==> src/rtl/vid_mem_pkg.sv <==
// Shared definitions for the video/CPU memory arbiter.
//   GNT_*            : 2-bit grant encoding used by the arbiter decision logic
//   DEF_ADDR_WIDTH   : default RAM word address width
//   DEF_DATA_WIDTH   : default RAM word width
package vid_mem_pkg;

    localparam logic [1:0] GNT_IDLE = 2'd0;
    localparam logic [1:0] GNT_CPU  = 2'd1;
    localparam logic [1:0] GNT_VID  = 2'd2;

    localparam int DEF_ADDR_WIDTH = 14;
    localparam int DEF_DATA_WIDTH = 16;

endpackage

==> src/rtl/vid_mem_arbiter.sv <==
// Arbiter sharing one single-port synchronous RAM between the CPU data port
// and the video scanout fetcher. Video has priority. A saturating wait
// counter gives the CPU the slot once it has been refused CPU_MAX_WAIT
// cycles in a row.
//
// Ports:
//   clk_core, reset_n            : core clock, synchronous active-low reset
//   cpu_req/we/addr/wdata        : CPU access request, held until cpu_ack
//   cpu_ack, cpu_rdata           : access done one cycle after grant
//   vid_req, vid_addr            : scanout read request
//   vid_ack                      : combinational, address taken this cycle
//   vid_valid, vid_rdata         : read data one cycle after vid_ack
//   ram_addr/we/wdata, ram_rdata : RAM macro interface, 1-cycle read latency
module vid_mem_arbiter
    import vid_mem_pkg::*;
#(
    parameter int ADDR_WIDTH   = DEF_ADDR_WIDTH,
    parameter int DATA_WIDTH   = DEF_DATA_WIDTH,
    parameter int CPU_MAX_WAIT = 8
) (
    input  logic                  clk_core,
    input  logic                  reset_n,
    input  logic                  cpu_req,
    input  logic                  cpu_we,
    input  logic [ADDR_WIDTH-1:0] cpu_addr,
    input  logic [DATA_WIDTH-1:0] cpu_wdata,
    output logic                  cpu_ack,
    output logic [DATA_WIDTH-1:0] cpu_rdata,
    input  logic                  vid_req,
    input  logic [ADDR_WIDTH-1:0] vid_addr,
    output logic                  vid_ack,
    output logic                  vid_valid,
    output logic [DATA_WIDTH-1:0] vid_rdata,
    output logic [ADDR_WIDTH-1:0] ram_addr,
    output logic                  ram_we,
    output logic [DATA_WIDTH-1:0] ram_wdata,
    input  logic [DATA_WIDTH-1:0] ram_rdata
);

    localparam logic [7:0] MAX_WAIT = 8'(CPU_MAX_WAIT);

    logic                  r_tag_cpu;
    logic                  r_tag_vid;
    logic [7:0]            r_wait_cnt;
    logic [DATA_WIDTH-1:0] r_cpu_rdata;
    logic [DATA_WIDTH-1:0] r_vid_rdata;

    logic       w_cpu_eligible;
    logic       w_starve;
    logic [1:0] w_grant;

    // The CPU tag doubles as cpu_ack: it is registered at the grant edge and
    // is therefore high exactly in the cycle after the grant. Masking the
    // eligibility with it stops a still-held request from being re-issued.
    assign w_cpu_eligible = cpu_req & ~r_tag_cpu;
    assign w_starve       = (r_wait_cnt == MAX_WAIT);

    always_comb begin
        w_grant = GNT_IDLE;
        if (!reset_n) begin
            w_grant = GNT_IDLE;
        end else if (w_starve && w_cpu_eligible) begin
            w_grant = GNT_CPU;
        end else if (vid_req) begin
            w_grant = GNT_VID;
        end else if (w_cpu_eligible) begin
            w_grant = GNT_CPU;
        end
    end

    // Address defaults to the video side so it is deterministic when idle.
    assign ram_addr  = (w_grant == GNT_CPU) ? cpu_addr : vid_addr;
    assign ram_we    = (w_grant == GNT_CPU) & cpu_we;
    assign ram_wdata = cpu_wdata;
    assign vid_ack   = (w_grant == GNT_VID);

    always_ff @(posedge clk_core) begin
        if (!reset_n) begin
            r_tag_cpu   <= 1'b0;
            r_tag_vid   <= 1'b0;
            r_wait_cnt  <= 8'd0;
            r_cpu_rdata <= '0;
            r_vid_rdata <= '0;
        end else begin
            r_tag_cpu <= (w_grant == GNT_CPU);
            r_tag_vid <= (w_grant == GNT_VID);

            if ((w_grant == GNT_CPU) || !w_cpu_eligible) begin
                r_wait_cnt <= 8'd0;
            end else if ((w_grant == GNT_VID) && (r_wait_cnt != MAX_WAIT)) begin
                r_wait_cnt <= r_wait_cnt + 8'd1;
            end

            // Hold copies keep the last delivered word on the outputs
            // once the owning tag drops.
            if (r_tag_cpu) begin
                r_cpu_rdata <= ram_rdata;
            end
            if (r_tag_vid) begin
                r_vid_rdata <= ram_rdata;
            end
        end
    end

    assign cpu_ack   = r_tag_cpu;
    assign vid_valid = r_tag_vid;
    assign cpu_rdata = r_tag_cpu ? ram_rdata : r_cpu_rdata;
    assign vid_rdata = r_tag_vid ? ram_rdata : r_vid_rdata;

endmodule

==> config.mk <==
export PLATFORM = sky130hd
export DESIGN_NAME = vid_mem_arbiter
export DESIGN_NICKNAME = d
export VERILOG_FILES = /design/src/rtl/vid_mem_pkg.sv /design/src/rtl/vid_mem_arbiter.sv
export SDC_FILE = /design/constraint.sdc
export NUM_CORES = 1
export LEC_CHECK = 0
export CAP_MARGIN = 20
export CORE_UTILIZATION = 38
export CTS_CLUSTER_SIZE = 30
export DETAILED_ROUTE_END_ITERATION = 16
export GPL_TIMING_DRIVEN = 0
export PLACE_DENSITY_LB_ADDON = 0.12
export SYNTH_ARGS = -nofsm -noshare
export SYNTH_HDL_FRONTEND = slang
export SYNTH_SLANG_ARGS = --single-unit
==> constraint.sdc <==
create_clock -name clk_core -period 1.9 [get_ports clk_core]
set_input_delay 0.38 -clock clk_core [delete_from_list [all_inputs] [get_ports clk_core]]
set_output_delay 0.38 -clock clk_core [all_outputs]
set_load 0.02 [all_outputs]
# Word level (Yosys, flattened, before mapping)
# Cells that the tools add are included.
dict set report classes {
  addsub 1
  n_eq_ne 4
  mux 7
  n_bitwise 4
  n_reduce_logical 5
}
# op count
set op_table {}
lappend op_table {{16-bit two-way mux} 2}
lappend op_table {{14-bit two-way mux} 1}
lappend op_table {{8-bit by 1-bit adder with 8-bit output (second input constant)} 1}
lappend op_table {{8-bit by 4-bit equality test with 1-bit output (second input constant)} 1}
lappend op_table {{8-bit by 4-bit != test with 1-bit output (second input constant)} 1}
lappend op_table {{2-bit two-way mux} 3}
lappend op_table {{1-bit bitwise AND} 2}
lappend op_table {{2-bit by 1-bit equality test with 1-bit output (second input constant)} 1}
lappend op_table {{2-bit equality test (second input constant)} 1}
lappend op_table {{1-bit logical AND} 2}
lappend op_table {{1-bit inverter} 2}
lappend op_table {{2-bit OR reduction} 1}
lappend op_table {{1-bit zero test} 1}
lappend op_table {{1-bit logical OR} 1}
lappend op_table {{1-bit two-way mux} 1}
dict set report totals {
  register_bits 42
  out_inout_bits 66
  elab_cells 26
}

# Depth between registers and ports, before layout
dict set report depth {
  depth_word 9
  depth_mapped 6
}

# Worst setup path before layout
# Ideal clock, no wire load.
dict set report synth_path {
  path_kind {input port to output port}
  from {input port reset_n}
  to {output port ram_addr[10]}
  t_arrival_ns 1.547
  required_ns 1.520
  slack_ns -0.027
  stages 5
  n_path_buf 2
  cell_sequence {clkbuf_2 -> nor4bb_1 -> buf_4 -> a22oi_1 -> o211ai_1}
}
dict set report synth_between {
  elab_chain_cells 3
}
# element line_no
set synth_rtl {}
lappend synth_rtl {{start: declaration} vid_mem_arbiter.sv:22} ;# input logic reset_n,
lappend synth_rtl {{2-bit two-way mux} vid_mem_arbiter.sv:60} ;# if (!reset_n) begin
lappend synth_rtl {{2-bit by 1-bit equality test with 1-bit output} vid_mem_arbiter.sv:72} ;# assign ram_addr = (w_grant == GNT_CPU) ? cpu_addr : vid_addr;
lappend synth_rtl {{14-bit two-way mux} vid_mem_arbiter.sv:72}
lappend synth_rtl {{end: declaration} vid_mem_arbiter.sv:34} ;# output logic [ADDR_WIDTH-1:0] ram_addr,
# No other way between the ends.

# Final worst setup path
dict set report layout_path {
  from {register r_wait_cnt[0]}
  to {output port ram_we}
}
dict set report layout_between {
  elab_chain_cells 6
}
# element line_no
set layout_rtl {}
lappend layout_rtl {{start: declaration} vid_mem_arbiter.sv:44} ;# logic [7:0] r_wait_cnt;
lappend layout_rtl {{start signal: assignment} vid_mem_arbiter.sv:91} ;# r_wait_cnt <= r_wait_cnt + 8'd1;
lappend layout_rtl {{8-bit by 4-bit equality test with 1-bit output} vid_mem_arbiter.sv:56} ;# assign w_starve = (r_wait_cnt == MAX_WAIT);
lappend layout_rtl {{1-bit logical AND} vid_mem_arbiter.sv:62} ;# end else if (w_starve && w_cpu_eligible) begin
lappend layout_rtl {{2-bit two-way mux} vid_mem_arbiter.sv:62}
lappend layout_rtl {{2-bit two-way mux} vid_mem_arbiter.sv:60}
lappend layout_rtl {{2-bit by 1-bit equality test with 1-bit output} vid_mem_arbiter.sv:73} ;# assign ram_we = (w_grant == GNT_CPU) & cpu_we;
lappend layout_rtl {{1-bit bitwise AND} vid_mem_arbiter.sv:73}
lappend layout_rtl {{end: declaration} vid_mem_arbiter.sv:35} ;# output logic ram_we,
# No other way between the ends.

==> results <==
cell type report:
class / count / area, sq um
plain buffers: 30 / 239
clock buffers: 6 / 82.6
clock inverters: 1 / 30.0
fillers: 486 / 1970
inverters: 18 / 67.6
multi-input cells: 145 / 1190
flip-flops and latches: 42 / 850
well taps: 72 / 90.1
repair buffers: 132 / 1090
per-layer routing:
layer / global-route usage [%] / vias up / wire length [um]
met5: 0 / - / 0
met1: 23.3 / 1072 / 2630
met4: 3.09 / 0 / 16
li1: - / 1093 / -
met2: 36.1 / 88 / 3100
met3: 6.55 / 2 / 536
through the flow:
step	hold slack (ns)	utilization (%)	setup TNS, ns	setup WS [ns]
floorplan	0.406	-	0	0.00326
global placement	0.420	62.0	-23.75	-1.13
detailed placement	0.436	62.0	-24.32	-1.12
CTS	0.427	64.8	-6.33	-0.447
global route	0.456	64.9	-7.56	-0.507
finish	0.433	64.9	-6.01	-0.407
worst max-delay path: cells and delay by family, from the launching register on:
family,cells,cell delay [ns]
and+or+nand+nor,2,0.63
DFF,1,0.34
buffers and inverters,3,0.33
AOI/OAI and AO/OA,1,0.23
adders and majority gates,1,0.12
worst paths after layout:
kind,start,endpoint,slack (ns),depth (start not counted)
hold reg to reg,r_wait_cnt[0],r_wait_cnt[0],0.55,2
setup / recovery,r_wait_cnt[0],ram_we,-0.41,7
setup reg to reg,r_wait_cnt[0],r_wait_cnt[2],0.18,6
hold / removal,reset_n,r_vid_rdata[14],0.43,2
layout by cell type, fill, tap and decap left out, types with 2 or more instances in the layout:
cell type and instances:
nand3_1 3, inv_1 16, clkdlybuf4s50_1 64, o21ai_0 3, mux2_2 32, buf_6 5
clkbuf_1 3, o211ai_1 14, dfxtp_1 37, and2_1 32, buf_8 3, xor2_1 2
clkbuf_2 16, dlygate4sd2_1 2, a22oi_1 14, o311a_1 2, inv_2 2, buf_4 41
nor2_1 5, or3_1 3, buf_2 24, clkbuf_4 2, nand2_1 3, a21oi_1 4
clkbuf_8 7, nand4_1 15, dfxtp_2 4
sequential cells by signal, indices dropped and copies added, names as in the netlist:
signal,cells
r_wait_cnt,8
r_cpu_rdata,16
vid_valid,1
cpu_ack,1
r_vid_rdata,16
what timing repair did:
item	CTS	global route
pin swaps	10	5
gates resized for setup	196	27
hold endpoints to repair	0	0
setup buffers	12	6
setup endpoints to repair	48	33
gates cloned	1	0
kinds of logic (layout without fill, tap and decap cells):
group / after synthesis / count (layout) / share of synthesized area (%)
fa+ha+maj: 2 / 2 / 1.11
simple gates: 69 / 69 / 19.6
xor+xnor: 3 / 3 / 1.17
buf+inv: 49 / 187 / 11.6
mux: 32 / 32 / 16.0
compound gates: 39 / 39 / 13.1
flops: 42 / 42 / 37.4
power by group through the flow:
stage	registers (mW)	logic, mW	clock network, mW
finish	0.919	0.622	0.698
global route	0.921	0.666	0.764
CTS	0.920	0.616	0.719
detailed placement	0.940	0.637	0
global placement	0.938	0.632	0
floorplan	0.940	0.315	0
==> flow_metrics.env <==
export IMPL_dp_hpwl_um=4450
export IMPL_yosysTopAreaCell="dfxtp_1"
export IMPL_initial_utilization_pct=40.1
export IMPL_criticalPathCategory="flop to output pin"
export IMPL_worstPathCellList="inv_2, ha_4, or4b_4, o21ai_4, buf_4, and3_1, buf_6"
export IMPL_internal_power_mw=1.66
export IMPL_ys_top_cells_by_count="dfxtp_1, and2_1, mux2_2, inv_1, buf_4"
export IMPL_cts_sinks=42
export IMPL_drt_iter0_markers=49
export IMPL_p_per_area_nw_per_um2=616
export IMPL_syn_nets=303
export IMPL_period_minus_slack_ns=2.31
export IMPL_rsz0062_at_grt="yes"
export IMPL_cts_buffer_depth=2
export IMPL_fp_dieW_um=78.9
export IMPL_grt_max_degree=13
export IMPL_p_sw_share_pct=25.9
export IMPL_die_area_sq_um=6230
export IMPL_comb_power_share_pct=27.8
export IMPL_hold_viol=0
export IMPL_syn_area_sq_um=2250
export IMPL_netlist_instances=236
export IMPL_diodes=0
export IMPL_slowest_stage="or4b_4"
export IMPL_path_clk_slew_ns=0.08
export IMPL_place_gp_congestion=0.765
export IMPL_routed_via_count=2255
export IMPL_p_switching_uw=580
export IMPL_cp_max_fo=4
export IMPL_cts_tree="done"
export IMPL_grt_pass1_wl_um=9960
export IMPL_ir_worst_vdd_mv=0.447
export IMPL_slew_violations=0
export IMPL_worst_slew_pin_slew_ns=0.462
export IMPL_io_buffers=113
export IMPL_synth_most_common_cell="dfxtp_1"
export IMPL_grt_overflow=0
export IMPL_critPathMaxStageDelay_ns=0.48
export IMPL_numCtsBuffers=5
export IMPL_ys_flop_type="dfxtp_1"
export IMPL_fin_area_sq_um=3640
export IMPL_dr_pass1_iters=4
export IMPL_max_freq_mhz=433
export IMPL_dpl_cell_count=421
export IMPL_grt_pass1_vias=2145
export IMPL_avgSynthCellArea_sq_um=9.52
export IMPL_ios=131
export IMPL_critPathArrivalTime_ns=1.93
export IMPL_layoutNonFillerInstCount=446
export IMPL_root_buffer="clkbuf_8"
export IMPL_yosys_warnings=0
export IMPL_rows=27
export IMPL_synth_seq_cells=42
export IMPL_nNetsFinal=441
export IMPL_finalPower_mw=2.24
export IMPL_max_cap_violations=0
export IMPL_finalClockSkew_ns=0.00589
export IMPL_slew_limit_headroom_pct=69.2
export IMPL_placed_area_sq_um=3480
export IMPL_min_path_type="input pin to flop"
export IMPL_seqPwrFrac_pct=41.0
export IMPL_worstSetupEndpointType="output pin"
export IMPL_synth_distinct_cells=32
export IMPL_grt_use_total_pct=20.0
export IMPL_status="finished, violations left"
export IMPL_areaGrowthSynthToFinish_pct=61.9
export IMPL_setup_slack_ns=-0.407
export IMPL_drive_gt1_share_pct=39.6
export IMPL_antenna_found_initial=0
export IMPL_drt_vias_per_instance=5.06
export IMPL_clkPwrFrac_pct=31.2
export IMPL_cts_hold_buffers=0
export IMPL_core_sq_um=5610
export IMPL_yosysTopAreaCellShare_pct=37.4
export IMPL_p_leak_nw=1.61
export IMPL_violations="negative setup slack"
export IMPL_start_kind="flop"
export IMPL_drc=0
export IMPL_synth_edf_count=0
export IMPL_setup_viol=16
export IMPL_synthArstFlopShare_pct=0
export IMPL_ant_nets=0
export IMPL_wl_per_cell_um=14.1
export IMPL_seq_area_frac_synth_pct=37.4
export IMPL_routed_wl_um=6280
export IMPL_clock_latency_ns=0.29
export IMPL_fin_crit_sh_pct=121
export IMPL_critical_path_required_ns=1.52
export IMPL_htree_num_levels=2
export IMPL_die_h_um=78.9
export IMPL_synth_top_cells_by_area="dfxtp_1, mux2_2, and2_1"
Power figures use the tool's default switching activity.
